### src/rtl/inst_fifo_pkg.sv
// Shared widths, fetch-bus layout and entry format for the fetch-to-decode instruction FIFO.
// Field offsets mirror the fetch bus: {discard, req_valid, pc_idef[31:0], pc_reg[31:0]}.
package inst_fifo_pkg;

  localparam int INST_FIFO_DEPTH = 16;
  localparam int INST_ENTRY_WD   = 64;
  localparam int IF_TO_ID_WD     = 66;
  localparam int DISCARD_BIT     = 65;
  localparam int REQV_BIT        = 64;
  localparam int STALLBUS_WD     = 6;

  typedef struct packed {
    logic [31:0] pc;
    logic [31:0] inst;
  } inst_entry_t;

  typedef struct packed {
    logic        discard;
    logic        req_valid;
    logic [31:0] pc_idef;
    logic [31:0] pc_reg;
  } if_to_id_t;

  // Decode may ask for more than is available; only what is there gets consumed.
  function automatic logic [1:0] clamp_pop(input logic [1:0] req, input logic [1:0] avail);
    return (req > avail) ? avail : req;
  endfunction

endpackage

### src/rtl/inst_fifo_ram.sv
// Instruction FIFO storage: DEPTH x 64-bit entries, two write ports at waddr/waddr+1
// and two combinational read ports at raddr/raddr+1, both pairs wrapping modulo DEPTH.
module inst_fifo_ram
  import inst_fifo_pkg::*;
#(
  parameter int DEPTH = INST_FIFO_DEPTH
) (
  input  logic                     clk,
  input  logic                     we0,
  input  logic                     we1,
  input  logic [$clog2(DEPTH)-1:0] waddr,
  input  logic [$clog2(DEPTH)-1:0] raddr,
  input  inst_entry_t              wdata0,
  input  inst_entry_t              wdata1,
  output inst_entry_t              rdata0,
  output inst_entry_t              rdata1
);

  localparam int AW = $clog2(DEPTH);

  inst_entry_t   mem [DEPTH];
  logic [AW-1:0] waddr1;
  logic [AW-1:0] raddr1;

  assign waddr1 = waddr + AW'(1);
  assign raddr1 = raddr + AW'(1);

  // Storage needs no reset: the top masks every entry that is not counted as valid.
  always_ff @(posedge clk) begin
    if (we0) mem[waddr]  <= wdata0;
    if (we1) mem[waddr1] <= wdata1;
  end

  assign rdata0 = mem[raddr];
  assign rdata1 = mem[raddr1];

endmodule

### src/rtl/inst_fifo.sv
// Fetch-to-decode instruction FIFO: pairs each fetch request with its SRAM return a cycle later.
// Build option INST_FIFO_BYPASS_EN: a returning packet is visible to decode in the same cycle when empty.
module inst_fifo
  import inst_fifo_pkg::*;
#(
  parameter int DEPTH   = INST_FIFO_DEPTH,
  parameter int FREE_TH = 4
) (
  input  logic                   clk,
  input  logic                   rst,
  input  logic                   flush,
  input  logic [IF_TO_ID_WD-1:0] if_to_id_bus,
  input  logic [63:0]            inst_sram_rdata,
  input  logic [1:0]             id_pop,
  output logic [1:0]             id_valid,
  output logic [31:0]            id_pc0,
  output logic [31:0]            id_pc1,
  output logic [31:0]            id_inst0,
  output logic [31:0]            id_inst1,
  output logic                   stallreq_fifo,
  output logic [$clog2(DEPTH):0] fifo_count
);

  localparam int AW = $clog2(DEPTH);
  localparam int CW = AW + 1;

  if_to_id_t     req;
  logic          pend_v;
  logic          pend_discard;
  logic          pend_unaligned;
  logic [31:0]   pend_pc_reg;
  logic          unused_pc_idef_bits;

  logic [AW-1:0] rptr;
  logic [AW-1:0] wptr;
  logic [CW-1:0] count;

  inst_entry_t   ret_w0;
  inst_entry_t   ret_w1;
  logic [1:0]    ret_n;
  inst_entry_t   rd0;
  inst_entry_t   rd1;
  inst_entry_t   view0;
  inst_entry_t   view1;
  inst_entry_t   wr0;
  inst_entry_t   wr1;
  logic [1:0]    buf_avail;
  logic [1:0]    view_n;
  logic [1:0]    pop_n;
  logic [1:0]    buf_pop;
  logic [1:0]    wr_n;

  assign req = if_to_id_t'(if_to_id_bus);

  // Only the word-in-packet bit of the intended pc matters once the aligned pc is known.
  assign unused_pc_idef_bits = ^{req.pc_idef[31:3], req.pc_idef[1:0]};

  // In-flight register: what fetch asked for this cycle, matched with rdata next cycle.
  always_ff @(posedge clk or negedge rst) begin
    if (!rst) begin
      pend_v         <= 1'b0;
      pend_discard   <= 1'b0;
      pend_unaligned <= 1'b0;
      pend_pc_reg    <= 32'd0;
    end else begin
      pend_v <= req.req_valid;
      if (req.req_valid) begin
        pend_discard   <= req.discard;
        pend_unaligned <= req.pc_idef[2];
        pend_pc_reg    <= req.pc_reg;
      end
    end
  end

  // Returning packet: an unaligned entry skips the low word, so slot 0 becomes the high word.
  always_comb begin
    ret_w1.pc   = pend_pc_reg + 32'd4;
    ret_w1.inst = inst_sram_rdata[63:32];
    ret_w0.pc   = pend_unaligned ? ret_w1.pc   : pend_pc_reg;
    ret_w0.inst = pend_unaligned ? ret_w1.inst : inst_sram_rdata[31:0];
    ret_n       = 2'd0;
    if (pend_v && !pend_discard && !flush)
      ret_n = pend_unaligned ? 2'd1 : 2'd2;
  end

  always_comb begin
    buf_avail = (count >= CW'(2)) ? 2'd2 : count[1:0];
    view_n    = buf_avail;
    view0     = rd0;
    view1     = rd1;
    wr0       = ret_w0;
    wr1       = ret_w1;
    pop_n     = clamp_pop(id_pop, buf_avail);
    buf_pop   = pop_n;
    wr_n      = ret_n;
`ifdef INST_FIFO_BYPASS_EN
    // Empty buffer: decode sees the returning words directly and only leftovers are stored.
    if (count == '0 && ret_n != 2'd0) begin
      view_n  = ret_n;
      view0   = ret_w0;
      view1   = ret_w1;
      pop_n   = clamp_pop(id_pop, ret_n);
      buf_pop = 2'd0;
      wr_n    = ret_n - pop_n;
      if (pop_n == 2'd1) wr0 = ret_w1;
    end
`endif
    // Words beyond the free space are dropped so the count saturates at DEPTH.
    if (int'(wr_n) > DEPTH - int'(count) + int'(buf_pop))
      wr_n = 2'(DEPTH - int'(count) + int'(buf_pop));
  end

  always_ff @(posedge clk or negedge rst) begin
    if (!rst) begin
      rptr  <= '0;
      wptr  <= '0;
      count <= '0;
    end else if (flush) begin
      rptr  <= '0;
      wptr  <= '0;
      count <= '0;
    end else begin
      rptr  <= rptr + AW'(buf_pop);
      wptr  <= wptr + AW'(wr_n);
      count <= count + CW'(wr_n) - CW'(buf_pop);
    end
  end

  inst_fifo_ram #(
    .DEPTH (DEPTH)
  ) u_ram (
    .clk    (clk),
    .we0    (wr_n != 2'd0),
    .we1    (wr_n == 2'd2),
    .waddr  (wptr),
    .raddr  (rptr),
    .wdata0 (wr0),
    .wdata1 (wr1),
    .rdata0 (rd0),
    .rdata1 (rd1)
  );

  assign id_valid      = {view_n == 2'd2, view_n != 2'd0};
  assign id_pc0        = id_valid[0] ? view0.pc   : 32'd0;
  assign id_inst0      = id_valid[0] ? view0.inst : 32'd0;
  assign id_pc1        = id_valid[1] ? view1.pc   : 32'd0;
  assign id_inst1      = id_valid[1] ? view1.inst : 32'd0;
  assign stallreq_fifo = (DEPTH - int'(count)) < FREE_TH;
  assign fifo_count    = count;

endmodule
### config.mk
export PLATFORM = sky130hd
export DESIGN_NAME = inst_fifo
export DESIGN_NICKNAME = d
export VERILOG_FILES = /design/src/rtl/inst_fifo_pkg.sv /design/src/rtl/inst_fifo_ram.sv /design/src/rtl/inst_fifo.sv
export SDC_FILE = /design/constraint.sdc
export NUM_CORES = 2
export LEC_CHECK = 0
export ABC_CLOCK_PERIOD_IN_PS = 21700
export CAP_MARGIN = 0
export CORE_MARGIN = 2
export CORE_UTILIZATION = 65
export DETAILED_ROUTE_END_ITERATION = 12
export DONT_BUFFER_PORTS = 1
export HOLD_SLACK_MARGIN = 0.12
export PLACE_DENSITY = 0.84
export REMOVE_ABC_BUFFERS = 1
export SETUP_SLACK_MARGIN = 0.1
export SLEW_MARGIN = 10
export SYNTH_ARGS = -nofsm -noshare
export SYNTH_HDL_FRONTEND = slang
export SYNTH_HIERARCHICAL = 1
export SYNTH_SLANG_ARGS = --single-unit
### constraint.sdc
create_clock -name clk -period 21.7 [get_ports clk]
set_input_delay 4.34 -clock clk [delete_from_list [all_inputs] [get_ports clk]]
set_output_delay 4.34 -clock clk [all_outputs]
set_load 0.01 [all_outputs]
==> summary.md <==
| Metric | Value |
|---|---|
| Run status | completed |
| Syn avg cell area | between 15 and 20 µm² |
| DR WL/cell | 37.1 µm |
| Max stage delay on crit path | 1.07 ns |
| Vias | between 40k and 50k |
| Reg clk slew, reported paths | ~0.06 ns |
| CP Max Fanout | between 40 and 50 |
| Slew @ Worst Pin | 1.36 ns |
| # port buffers | 0 |
| Num CTS Buffers | 112 |
| Sequential share of the synthesized area | 50.3% |
| Hold path depth | 1 |
| Final setup violation count | 0 |
| Predominant post-synthesis flop cell | edfxtp_1 |
| RSZ-0062 raised after global routing | no |
| Worst VDD drop | roughly 0.00011 V |
| Clk_skew | roughly 0.018 ns |
| DP Worst Slack | approximately 10 ns |
| Via/cell ratio | ~7.8 |
| Power density over the cells | around 120 nW/µm² |
| Fin. Hold Viols | 0 |
| Max reg flops | ~1.0k |
| Yosys reg bits | ~1.1k |
| Sink Count | 1072 |
| Top cell type's share of synthesized area | between 40% and 50% |
| Core area | between 90000 and 100000 µm² |
| Most frequent CP cell | ha_1 |
| Post-cts gate resize count | 0 |
| Period minus WS final | about 11 ns |
| Worst EP required | approximately 22 ns |
| Cell Int Power | just over 0.005 W |
| Antenna-violating nets left | 0 |
| Mapped Area | between 60000 and 70000 µm² |
| Hold Path End | pend_discard |
| R2r setup slk | 13.00 ns |
| Num rows | ~110 |
| Crit path launch type | primary input |
| Largest net degree at the start of global routing | 141 |
| Most frequent cells in the layout | edfxtp_1, mux2_2, mux4_2, nand2_1, o21ai_0 |
| Crit path max-delay family | compound AO/OA/AOI/OAI gates |
| Part of the power in registers | approximately a third |
| Setup CP Type | primary input to flip-flop |
| H-tree depth | 3 |
| Hold buffers post-CTS | 0 |
| DR iter-0 viols | approximately 6.2k |
| Clk network pwr share | 24.1% |
| Die height | ~320 µm |
| Achievable clock frequency | ~0.092 GHz |
| CTS tree | yes |
| Sw frac | between 30% and 40% |
| Antenna violations before repair | 8 |
| Most common cell after layout, fill and taps aside | edfxtp_1 |
| DR pass1 iterations | 6 |
| Crit path capture type | flip-flop |
| Worst path bufs/invs | 2 |
| Die area | 100000 µm² |
| Net Switching | about 0.003 W |
| Max-slew violations | 0 |
| DRC | 0 |
| Ports | 271 |
| Layout cell share with drive strength beyond 1 | between 40% and 50% |
| Cell count after synthesis | just over 4k |
| Total Power | approximately 0.0080 W |
| Overall die width | 317 µm |
| Total GRT Usage | approximately two fifths |
| Final WL | a little under 200000 µm |
| Slew headroom | under 10% |
| Overflow after GRT | 0 |
| Crit-path cells | ha_1 -> nand2b_1 -> o21ai_0 -> nor2_1 -> a21oi_1 -> ha_1 -> inv_1 -> fa_1 -> ha_1 -> a221o_2 -> a221oi_2 -> o21ai_2 -> o31ai_1 -> nand3_1 -> nor2_4 -> buf_4 -> mux2_2 |
| Final period utilization | about half |
| First-pass GRT wire length | between 200000 and 300000 µm |
| R2R cell count | 21 |
| WP data arrival | ~11 ns |
| Top post-synthesis cells by area | edfxtp_1, mux4_2, mux2_2, dfrtp_1, mux2_1 |
| Reg-to-reg endpoint | u_ram/mem[15][13] |
| Vias in the first global route | 41.3k |
| Area leader, netlist | edfxtp_1 |
| Final worst setup slack | between 10 and 15 ns |
| Gate power share | 42.5% |
| Asr flop ratio synth | 4.48% |
| Area Overhead vs Synth | 6.96% |
| Post-synth EDFFs | just over 1k |
| Later-pin clock latency in the skew report | around 0.71 ns |
| Register area | ~32000 µm² |
| Min-Delay Path Class | flip-flop to flip-flop |
| Pleak | around 22 nW |
| R2R Path Start | fifo_count[2] |
| Clk buf depth | 3 |
| Hpwl dp | just over 100000 µm |
| Initial core utilization | between 60% and 70% |
| Layout net count | approximately 4.0k |
| Crit-path slowest cell | nor2_4 |
| Setup Buffers After CTS | 0 |
| Routability cong. | around 0.85 |
| Hold path start | pend_discard |
| Synth unique cells | 57 |
| Synth Warn # | 6 |
| Multi-input gate area | between 20000 and 30000 µm² |
| Max_cap viols | 0 |
| Clk root buf | clkbuf_16 |
| # fillers | about 6.2k |
-- area by class of cell --
class	instances	share of cell area, %
Tap cell	1276	2.35
Timing Repair Buffer	87	0.980
Sequential cell	1072	47.0
Clock inverter	68	0.871
Clock buffer	142	4.49
Inverter	27	0.149
Antenna cell	2	0.00737
Multi-Input combinational cell	2559	44.1
-- synthesized netlist by cell type, drive strengths merged (11+ instances only) --
cell type  count
mux2        1089
edfxtp      1024
mux4         512
clkbuf       241
nand2        229
buf          208
o21ai        141
and2         131
a22oi        130
nand4         73
nor2          57
dfrtp         48
xnor2         42
inv           27
xor2          26
ha            23
nand3         21
nor2b         14
a21oi         11
-- stage by stage --
stage	instances	hold WS (ns)	util, %	setup TNS [ns]	instance area (µm²)
after floorplan	3658	0.482	-	-282.89	61600
after global placement	5021	0.502	66.4	0	64200
after detailed placement	5021	0.508	66.4	0	64200
after CTS	5231	0.540	70.2	0	67900
after global routing	5232	0.568	70.3	0	67900
final	5233	0.525	70.3	0	67900
-- kinds of logic (layout without fill, tap and decap cells) --
logic type | Yosys count | in the layout | synth area share (%)
AOI/OAI and AO/OA | 298 | 298 | 2.96
xor gates and xnor gates | 68 | 68 | 0.967
adders and majority gates | 28 | 28 | 0.611
buffers and inverters | 476 | 324 | 3.21
DFF | 1072 | 1072 | 50.3
muxes | 1602 | 1602 | 37.5
other | 0 | 2 | 0
and+or+nand+nor | 563 | 563 | 4.48
-- worst max-delay path by stage --
stage	endpoint	slack (ns)	depth (start not counted)	start
after floorplan	id_inst1[0]	-4.42	5	rptr[0]
after global placement	u_ram/mem[4][48]	10.41	19	id_pop[1]
after detailed placement	u_ram/mem[4][22]	10.33	19	id_pop[1]
after CTS	u_ram/mem[4][22]	11.06	19	id_pop[1]
after global routing	u_ram/mem[0][13]	10.72	17	id_pop[1]
final	u_ram/mem[15][13]	10.85	17	id_pop[1]
-- power groups by stage --
| stage | clock (W) | combinational, W | sequential (W) |
|---|---|---|---|
| after floorplan | 0 | 0.00317 | 0.00286 |
| after global placement | 0 | 0.00326 | 0.00269 |
| after detailed placement | 0 | 0.00332 | 0.00271 |
| after CTS | 0.00193 | 0.00335 | 0.00267 |
| after global routing | 0.00201 | 0.00357 | 0.00269 |
| final | 0.00193 | 0.00340 | 0.00267 |
-- layer usage --
metal / wire length [µm] / global-route usage, % / part of all wire, %
met5: 126 / 0 / 0.065
met2: 87300 / 59.0 / 45
met3: 29800 / 11.1 / 15
met4: 10600 / 18.1 / 5.5
met1: 66200 / 52.5 / 34
Note: power is estimated with default switching activity, not from simulation.
